`config.mk`:
```
export PLATFORM = sky130hd
export DESIGN_NAME = clk_div_mon
export DESIGN_NICKNAME = d
export VERILOG_FILES = /design/src/rtl/clk_mon_pkg.sv /design/src/rtl/sync_edge.sv /design/src/rtl/clk_div_mon.sv
export SDC_FILE = /design/constraint.sdc
export NUM_CORES = 1
export LEC_CHECK = 0
export ABC_AREA = 1
export CORE_UTILIZATION = 35
export CTS_CLUSTER_DIAMETER = 200
export DETAILED_ROUTE_END_ITERATION = 12
export GPL_ROUTABILITY_DRIVEN = 0
export HOLD_SLACK_MARGIN = 0.12
export PLACE_DENSITY = 0.6
export SYNTH_ARGS = -nofsm -noshare
export SYNTH_HDL_FRONTEND = slang
export SYNTH_SLANG_ARGS = --single-unit
```
`constraint.sdc`:
```
create_clock -name iclk -period 5.4 [get_ports iclk]
set_input_delay 1.35 -clock iclk [delete_from_list [all_inputs] [get_ports iclk]]
set_output_delay 1.35 -clock iclk [all_outputs]
set_load 0.02 [all_outputs]
```
`src/rtl/clk_mon_pkg.sv`:
```
// Shared types and helpers for the divided-clock monitor: FSM encoding,
// period-count log2 and counter saturation value.
package clk_mon_pkg;

  typedef enum logic [1:0] {
    ST_IDLE = 2'd0,
    ST_ARM  = 2'd1,
    ST_MEAS = 2'd2,
    ST_DONE = 2'd3
  } state_e;

  // floor(log2(n)); NUM_PER is a power of two so this is exact
  function automatic int unsigned log2_num(input int unsigned n);
    int unsigned r;
    r = 0;
    for (int unsigned i = 1; i < 32; i++) begin
      if ((n >> i) != 0) r = i;
    end
    return r;
  endfunction

  // all-ones value of a w-bit counter
  function automatic int unsigned cnt_sat(input int unsigned w);
    return (32'd1 << w) - 32'd1;
  endfunction

endpackage

```
`src/rtl/sync_edge.sv`:
```
// Two-flop synchronizer for an asynchronous level plus registered
// single-cycle rise/fall pulses; both pulses see identical latency.
module sync_edge (
  input  logic iclk,
  input  logic rst,
  input  logic async_in,
  output logic rise,
  output logic fall
);

  logic meta_q, meta_d;
  logic sync_q, sync_d;
  logic prev_q, prev_d;
  logic rise_q, rise_d;
  logic fall_q, fall_d;

  always_comb begin
    meta_d = async_in;
    sync_d = meta_q;
    prev_d = sync_q;
    rise_d = sync_q & ~prev_q;
    fall_d = ~sync_q & prev_q;
  end

  always_ff @(posedge iclk) begin
    if (rst) begin
      meta_q <= 1'b0;
      sync_q <= 1'b0;
      prev_q <= 1'b0;
      rise_q <= 1'b0;
      fall_q <= 1'b0;
    end else begin
      meta_q <= meta_d;
      sync_q <= sync_d;
      prev_q <= prev_d;
      rise_q <= rise_d;
      fall_q <= fall_d;
    end
  end

  assign rise = rise_q;
  assign fall = fall_q;

endmodule

```
`src/rtl/clk_div_mon.sv`:
```
// Measures average period and high time of a divided clock over NUM_PER
// periods in the iclk domain and flags ratio, duty and stuck-clock faults.
module clk_div_mon
  import clk_mon_pkg::*;
#(
  parameter int unsigned CNT_W   = 8,
  parameter int unsigned NUM_PER = 4
) (
  input  logic             iclk,
  input  logic             rst,
  input  logic             clk_in,
  input  logic             start,
  input  logic [CNT_W-1:0] exp_per,
  input  logic [CNT_W-1:0] exp_high,
  input  logic [3:0]       tol,
  output logic             busy,
  output logic             done,
  output logic [CNT_W-1:0] per_avg,
  output logic [CNT_W-1:0] high_avg,
  output logic             err_per,
  output logic             err_high,
  output logic             timeout
);

  localparam int unsigned     LOG2_NUM = log2_num(NUM_PER);
  localparam int unsigned     SUM_W    = CNT_W + LOG2_NUM;
  localparam int unsigned     IDX_W    = (LOG2_NUM > 0) ? LOG2_NUM : 1;
  localparam logic [CNT_W-1:0] SAT      = CNT_W'(cnt_sat(CNT_W));
  localparam logic [IDX_W-1:0] LAST_IDX = IDX_W'(NUM_PER - 1);

  logic rise, fall;

  sync_edge u_sync_edge (
    .iclk     (iclk),
    .rst      (rst),
    .async_in (clk_in),
    .rise     (rise),
    .fall     (fall)
  );

  state_e           state_q, state_d;
  logic [CNT_W-1:0] per_cnt_q, per_cnt_d;
  logic [CNT_W-1:0] high_cnt_q, high_cnt_d;
  logic             high_run_q, high_run_d;
  logic [SUM_W-1:0] per_sum_q, per_sum_d;
  logic [SUM_W-1:0] high_sum_q, high_sum_d;
  logic [IDX_W-1:0] idx_q, idx_d;
  logic             busy_q, busy_d;
  logic             done_q, done_d;
  logic [CNT_W-1:0] per_avg_q, per_avg_d;
  logic [CNT_W-1:0] high_avg_q, high_avg_d;
  logic             err_per_q, err_per_d;
  logic             err_high_q, err_high_d;
  logic             timeout_q, timeout_d;

  logic [SUM_W-1:0] per_sum_nx, high_sum_nx;
  logic [CNT_W-1:0] per_avg_nx, high_avg_nx;

  function automatic logic out_of_tol(input logic [CNT_W-1:0] a,
                                      input logic [CNT_W-1:0] b,
                                      input logic [3:0]       t);
    logic [CNT_W-1:0] diff;
    diff = (a >= b) ? (a - b) : (b - a);
    return 32'(diff) > 32'(t);
  endfunction

  always_comb begin
    per_sum_nx  = per_sum_q + SUM_W'(per_cnt_q);
    high_sum_nx = high_sum_q + SUM_W'(high_cnt_q);
    per_avg_nx  = CNT_W'(per_sum_nx >> LOG2_NUM);
    high_avg_nx = CNT_W'(high_sum_nx >> LOG2_NUM);
  end

  // next-state and datapath
  always_comb begin
    state_d    = state_q;
    per_cnt_d  = per_cnt_q;
    high_cnt_d = high_cnt_q;
    high_run_d = high_run_q;
    per_sum_d  = per_sum_q;
    high_sum_d = high_sum_q;
    idx_d      = idx_q;
    per_avg_d  = per_avg_q;
    high_avg_d = high_avg_q;
    err_per_d  = err_per_q;
    err_high_d = err_high_q;
    timeout_d  = timeout_q;

    case (state_q)
      ST_IDLE: begin
        if (start) begin
          state_d    = ST_ARM;
          per_cnt_d  = CNT_W'(1);
          high_cnt_d = CNT_W'(1);
          high_run_d = 1'b0;
          per_sum_d  = '0;
          high_sum_d = '0;
          idx_d      = '0;
          err_per_d  = 1'b0;
          err_high_d = 1'b0;
          timeout_d  = 1'b0;
        end
      end
      ST_ARM, ST_MEAS: begin
        if (rise) begin
          state_d    = ST_MEAS;
          per_cnt_d  = CNT_W'(1);
          high_cnt_d = CNT_W'(1);
          high_run_d = 1'b1;
          if (state_q == ST_MEAS) begin
            per_sum_d  = per_sum_nx;
            high_sum_d = high_sum_nx;
            idx_d      = idx_q + IDX_W'(1);
            if (idx_q == LAST_IDX) begin
              state_d    = ST_DONE;
              per_avg_d  = per_avg_nx;
              high_avg_d = high_avg_nx;
              err_per_d  = out_of_tol(per_avg_nx, exp_per, tol);
              err_high_d = out_of_tol(high_avg_nx, exp_high, tol);
            end
          end
        end else if (per_cnt_q == SAT) begin
          // period counter always dominates the high counter, so it alone catches a stuck input
          state_d    = ST_DONE;
          per_avg_d  = '1;
          high_avg_d = '1;
          err_per_d  = 1'b1;
          err_high_d = 1'b1;
          timeout_d  = 1'b1;
        end else begin
          per_cnt_d = per_cnt_q + CNT_W'(1);
          if (high_run_q && !fall) high_cnt_d = high_cnt_q + CNT_W'(1);
          if (fall) high_run_d = 1'b0;
        end
      end
      ST_DONE: state_d = ST_IDLE;
      default: state_d = ST_IDLE;
    endcase

    done_d = (state_d == ST_DONE);
    busy_d = (state_d != ST_IDLE);
  end

  always_ff @(posedge iclk) begin
    if (rst) begin
      state_q    <= ST_IDLE;
      per_cnt_q  <= '0;
      high_cnt_q <= '0;
      high_run_q <= 1'b0;
      per_sum_q  <= '0;
      high_sum_q <= '0;
      idx_q      <= '0;
      busy_q     <= 1'b0;
      done_q     <= 1'b0;
      per_avg_q  <= '0;
      high_avg_q <= '0;
      err_per_q  <= 1'b0;
      err_high_q <= 1'b0;
      timeout_q  <= 1'b0;
    end else begin
      state_q    <= state_d;
      per_cnt_q  <= per_cnt_d;
      high_cnt_q <= high_cnt_d;
      high_run_q <= high_run_d;
      per_sum_q  <= per_sum_d;
      high_sum_q <= high_sum_d;
      idx_q      <= idx_d;
      busy_q     <= busy_d;
      done_q     <= done_d;
      per_avg_q  <= per_avg_d;
      high_avg_q <= high_avg_d;
      err_per_q  <= err_per_d;
      err_high_q <= err_high_d;
      timeout_q  <= timeout_d;
    end
  end

  assign busy     = busy_q;
  assign done     = done_q;
  assign per_avg  = per_avg_q;
  assign high_avg = high_avg_q;
  assign err_per  = err_per_q;
  assign err_high = err_high_q;
  assign timeout  = timeout_q;

endmodule

```
==> metrics.cfg <==
[status]
status=complete, no violations

[grt]
grt_max_degree=37
globalRouteMet3Util_pct=3.91
grt_pass1_vias=4581
use_met1_pct=24.0
grt_remaining_overflow=0
grtUsageMet2_pct=27.5
grt_util_all_layers_pct=17.4
initial_antenna_violation_count=0
busiest_layer=met2
grt_first_pass_wirelength_mm=22.2

[power]
switchingPower_w=0.000366
peakVddDrop_uv=147
clock_power_share_pct=47.6
power_frac_comb_pct=14.8
seqPwrFrac_pct=37.6
p_int_w=0.000994
cellPowerDensity_nw_per_um2=216
total_power_w=0.00136
p_leak_nw=2.97
power_switching_share_pct=26.9

[synthesis]
synth_top_cells_by_area=sky130_fd_sc_hd__dfxtp_1 25%, sky130_fd_sc_hd__nand2_1 15%, sky130_fd_sc_hd__ha_1 14%
synth_largest_area_cell=sky130_fd_sc_hd__dfxtp_1
adder_cell_area_share_of_the_yosys_netlist_pct=16.6
post-synth-top-area-fraction_pct=24.9
yosys.cell_count.top_type=sky130_fd_sc_hd__nand2_1
synth.yosys.seq_area_share_pct=24.9
synth_edf_count=0
fraction_of_the_mapped_netlist_area_in_compound_gates_pct=15.3
synth_nets=900
synth_warnings=0
synth_top_cells_by_count=210 x sky130_fd_sc_hd__nand2_1, 145 x sky130_fd_sc_hd__inv_1, 67 x sky130_fd_sc_hd__dfxtp_1
yosys.area_share.simple_pct=27.6
async_reset_ff_share_pct=0
synthCells=808
muxShareOfSynthArea_pct=0.581
post_synth_xor_area_fraction_pct=2.60
synth_area_sq_um=5390
yosysUniqueCellTypes=47
synth_seq_cells=67
postSynth.topFlopCell=sky130_fd_sc_hd__dfxtp_1
syn-mean-instance-area_sq_um=6.67
largest_family_of_logic_cells_by_synthesized_area=simple AND/OR/NAND/NOR gates

[clocking]
cts-hold-fix-buffers=0
cts.clk_slew.worst_paths_ns=0.06
htree_num_levels=3
number_of_buffers_created_by_cts=9
clock_tree.buffer_depth=2
post_cts_setup_repair_bufs=0
cts-root-buf=sky130_fd_sc_hd__clkbuf_16
clock_latency_ns=0.34
cts_resized=0
tritoncts=built
clock_sink_count=67

[critical_path]
endpoint=err_high
timing.critical_path.arrival_ns=4.66
cpPeakStageDelay_ns=0.43
r2r_start=high_cnt_q[0]
timing.critical_path.mode_cell=sky130_fd_sc_hd__nand2_1
worst_setup_path_category=flip-flop to flip-flop
timing.critical_path.from=high_cnt_q[0]
worstSetupStartpointType=flip-flop
critical_path.max_fanout=7
reg2reg_setup_slack_ns=0.95
cp.required_ns=5.61
slowest_stage=sky130_fd_sc_hd__dfxtp_1
worstSetupEndpointType=flip-flop
worstReg2RegEnd=err_high
worstRegToRegCells=28

[final_layout]
n_antenna_cell=0
flow.area_growth_from_synthesis_pct=17.1
design.final.nets=941
layout_cell_share_with_drive_strength_beyond_1_pct=6.32
fillCellCount=1590
layout.core_utilization_pct=42.8

[timing]
clock_skew_ns=0.00540
count_of_final_hold_check_violations=0
fin_crit_sh_pct=82.5
timing_max_transition_violations_final=0
max_slew.worst_pin.slew_ns=1.16
setup_ws_ns=0.946
setup_viol=0
period_needed_ns=4.45
setup_tns_ns=0
achievable-frequency_ghz=0.224
grt_setup_unrepaired=false
timing.slew.headroom_pct=22.6

[die]
floorplan.die.width_microns=126
design.die.area_sq_um=15900
initial_utilization_pct=36.5
floorplan.core_area_sq_um=14800
design.portCount=45
floorplan.rows=44
die_height_microns=126

[detailed_routing]
vias_per_cell=4.81
drt-wirelength-per-cell_microns=12.7
route.vias.total=4995
wl_mm=13.2
antenna_left=0
drt_first_pass_iters=7
drt_first_iter_violations=260
drt_drc_violations_left=0

[hold_path]
holdPathStages=2
hold_path_class=flip-flop to flip-flop

[placement]
placement.io_buffers=44
detailedPlace.worstSlack_ns=0.933
place_hpwl_mm=10.3

[job]
maxCapViolations=0

==> through the flow <==
step	hold slack (ns)	instances	area, sq um
after detailed placement	0.400	1022	5980
after floorplan	0.388	808	5390
after CTS	0.408	1038	6310
after global placement	0.391	1022	5980
final	0.406	1038	6310
after global routing	0.440	1038	6310
==> final cells by class <==
cell class	count	area, sq um	share of cell area (%)
Clock buffer	10	239	3.79
Clock inverter	6	88.8	1.41
Inverter	152	577	9.14
Multi-Input combinational cell	574	3380	53.6
Sequential cell	67	1340	21.3
Tap cell	184	230	3.65
Timing Repair Buffer	45	448	7.10
==> critical path, delay by kind of cell, from the launching register on <==
family                     cells  cell delay [ns]
adders and majority gates      4             1.33
AOI/OAI and AO/OA              6             0.74
and+or+nand+nor               14             1.41
buffers and inverters          3             0.21
DFF                            1             0.43
xor gates and xnor gates       1             0.18
==> kinds of logic after synthesis <==
family	count (synthesis)
simple gates	346
buf+inv	167
compound gates	141
fa+ha+maj	68
flops	67
xor+xnor	16
mux	3
==> placed cells by master (no fill, tap or decap), types with 5 or more instances in the layout <==
| master | instances |
|---|---|
| sky130_fd_sc_hd__nor2_1 | 58 |
| sky130_fd_sc_hd__o21ai_0 | 29 |
| sky130_fd_sc_hd__o21ai_1 | 16 |
| sky130_fd_sc_hd__inv_1 | 145 |
| sky130_fd_sc_hd__nor3_1 | 8 |
| sky130_fd_sc_hd__nand2_1 | 210 |
| sky130_fd_sc_hd__ha_1 | 62 |
| sky130_fd_sc_hd__xor2_1 | 14 |
| sky130_fd_sc_hd__clkbuf_16 | 9 |
| sky130_fd_sc_hd__nand3_1 | 36 |
| sky130_fd_sc_hd__a21oi_2 | 11 |
| sky130_fd_sc_hd__a21oi_1 | 60 |
| sky130_fd_sc_hd__clkdlybuf4s50_1 | 44 |
| sky130_fd_sc_hd__a31oi_1 | 5 |
| sky130_fd_sc_hd__dfxtp_1 | 67 |
| sky130_fd_sc_hd__nand4_1 | 13 |
| sky130_fd_sc_hd__fa_1 | 6 |
==> state kept, by name, indices dropped and copies added (netlist names), 2 cells and up <==
name,cells
state_q,2
high_cnt_q,8
per_cnt_q,8
idx_q,2
per_avg,8
high_avg,8
per_sum_q,10
high_sum_q,10
==> routing by layer <==
layer | part of all wire, % | vias up
li1 | - | 2664
met3 | 3.4 | 6
met5 | 0 | -
met4 | 0.66 | 0
met1 | 52 | 2240
met2 | 44 | 85
==> worst min path at each step <==
stage                                    end  slack (ns)               start
after floorplan           u_sync_edge.prev_d        0.39  u_sync_edge.meta_q
after global placement    u_sync_edge.prev_d        0.39  u_sync_edge.meta_q
after detailed placement  u_sync_edge.prev_d        0.40  u_sync_edge.meta_q
after CTS                 u_sync_edge.prev_d        0.41  u_sync_edge.meta_q
after global routing        u_sync_edge.rise        0.44  u_sync_edge.prev_q
final                     u_sync_edge.prev_d        0.41  u_sync_edge.meta_q
==> power by group through the flow <==
stage / combinational (W) / clock, W / sequential, W
2_1_floorplan: 0.000144 / 0 / 0.000521
3_3_place_gp: 0.000202 / 0 / 0.000522
3_5_place_dp: 0.000201 / 0 / 0.000523
4_1_cts: 0.000202 / 0.000665 / 0.000512
5_1_grt: 0.000230 / 0.000686 / 0.000513
6_report: 0.000201 / 0.000647 / 0.000512
(Power assumes the default switching activity.)
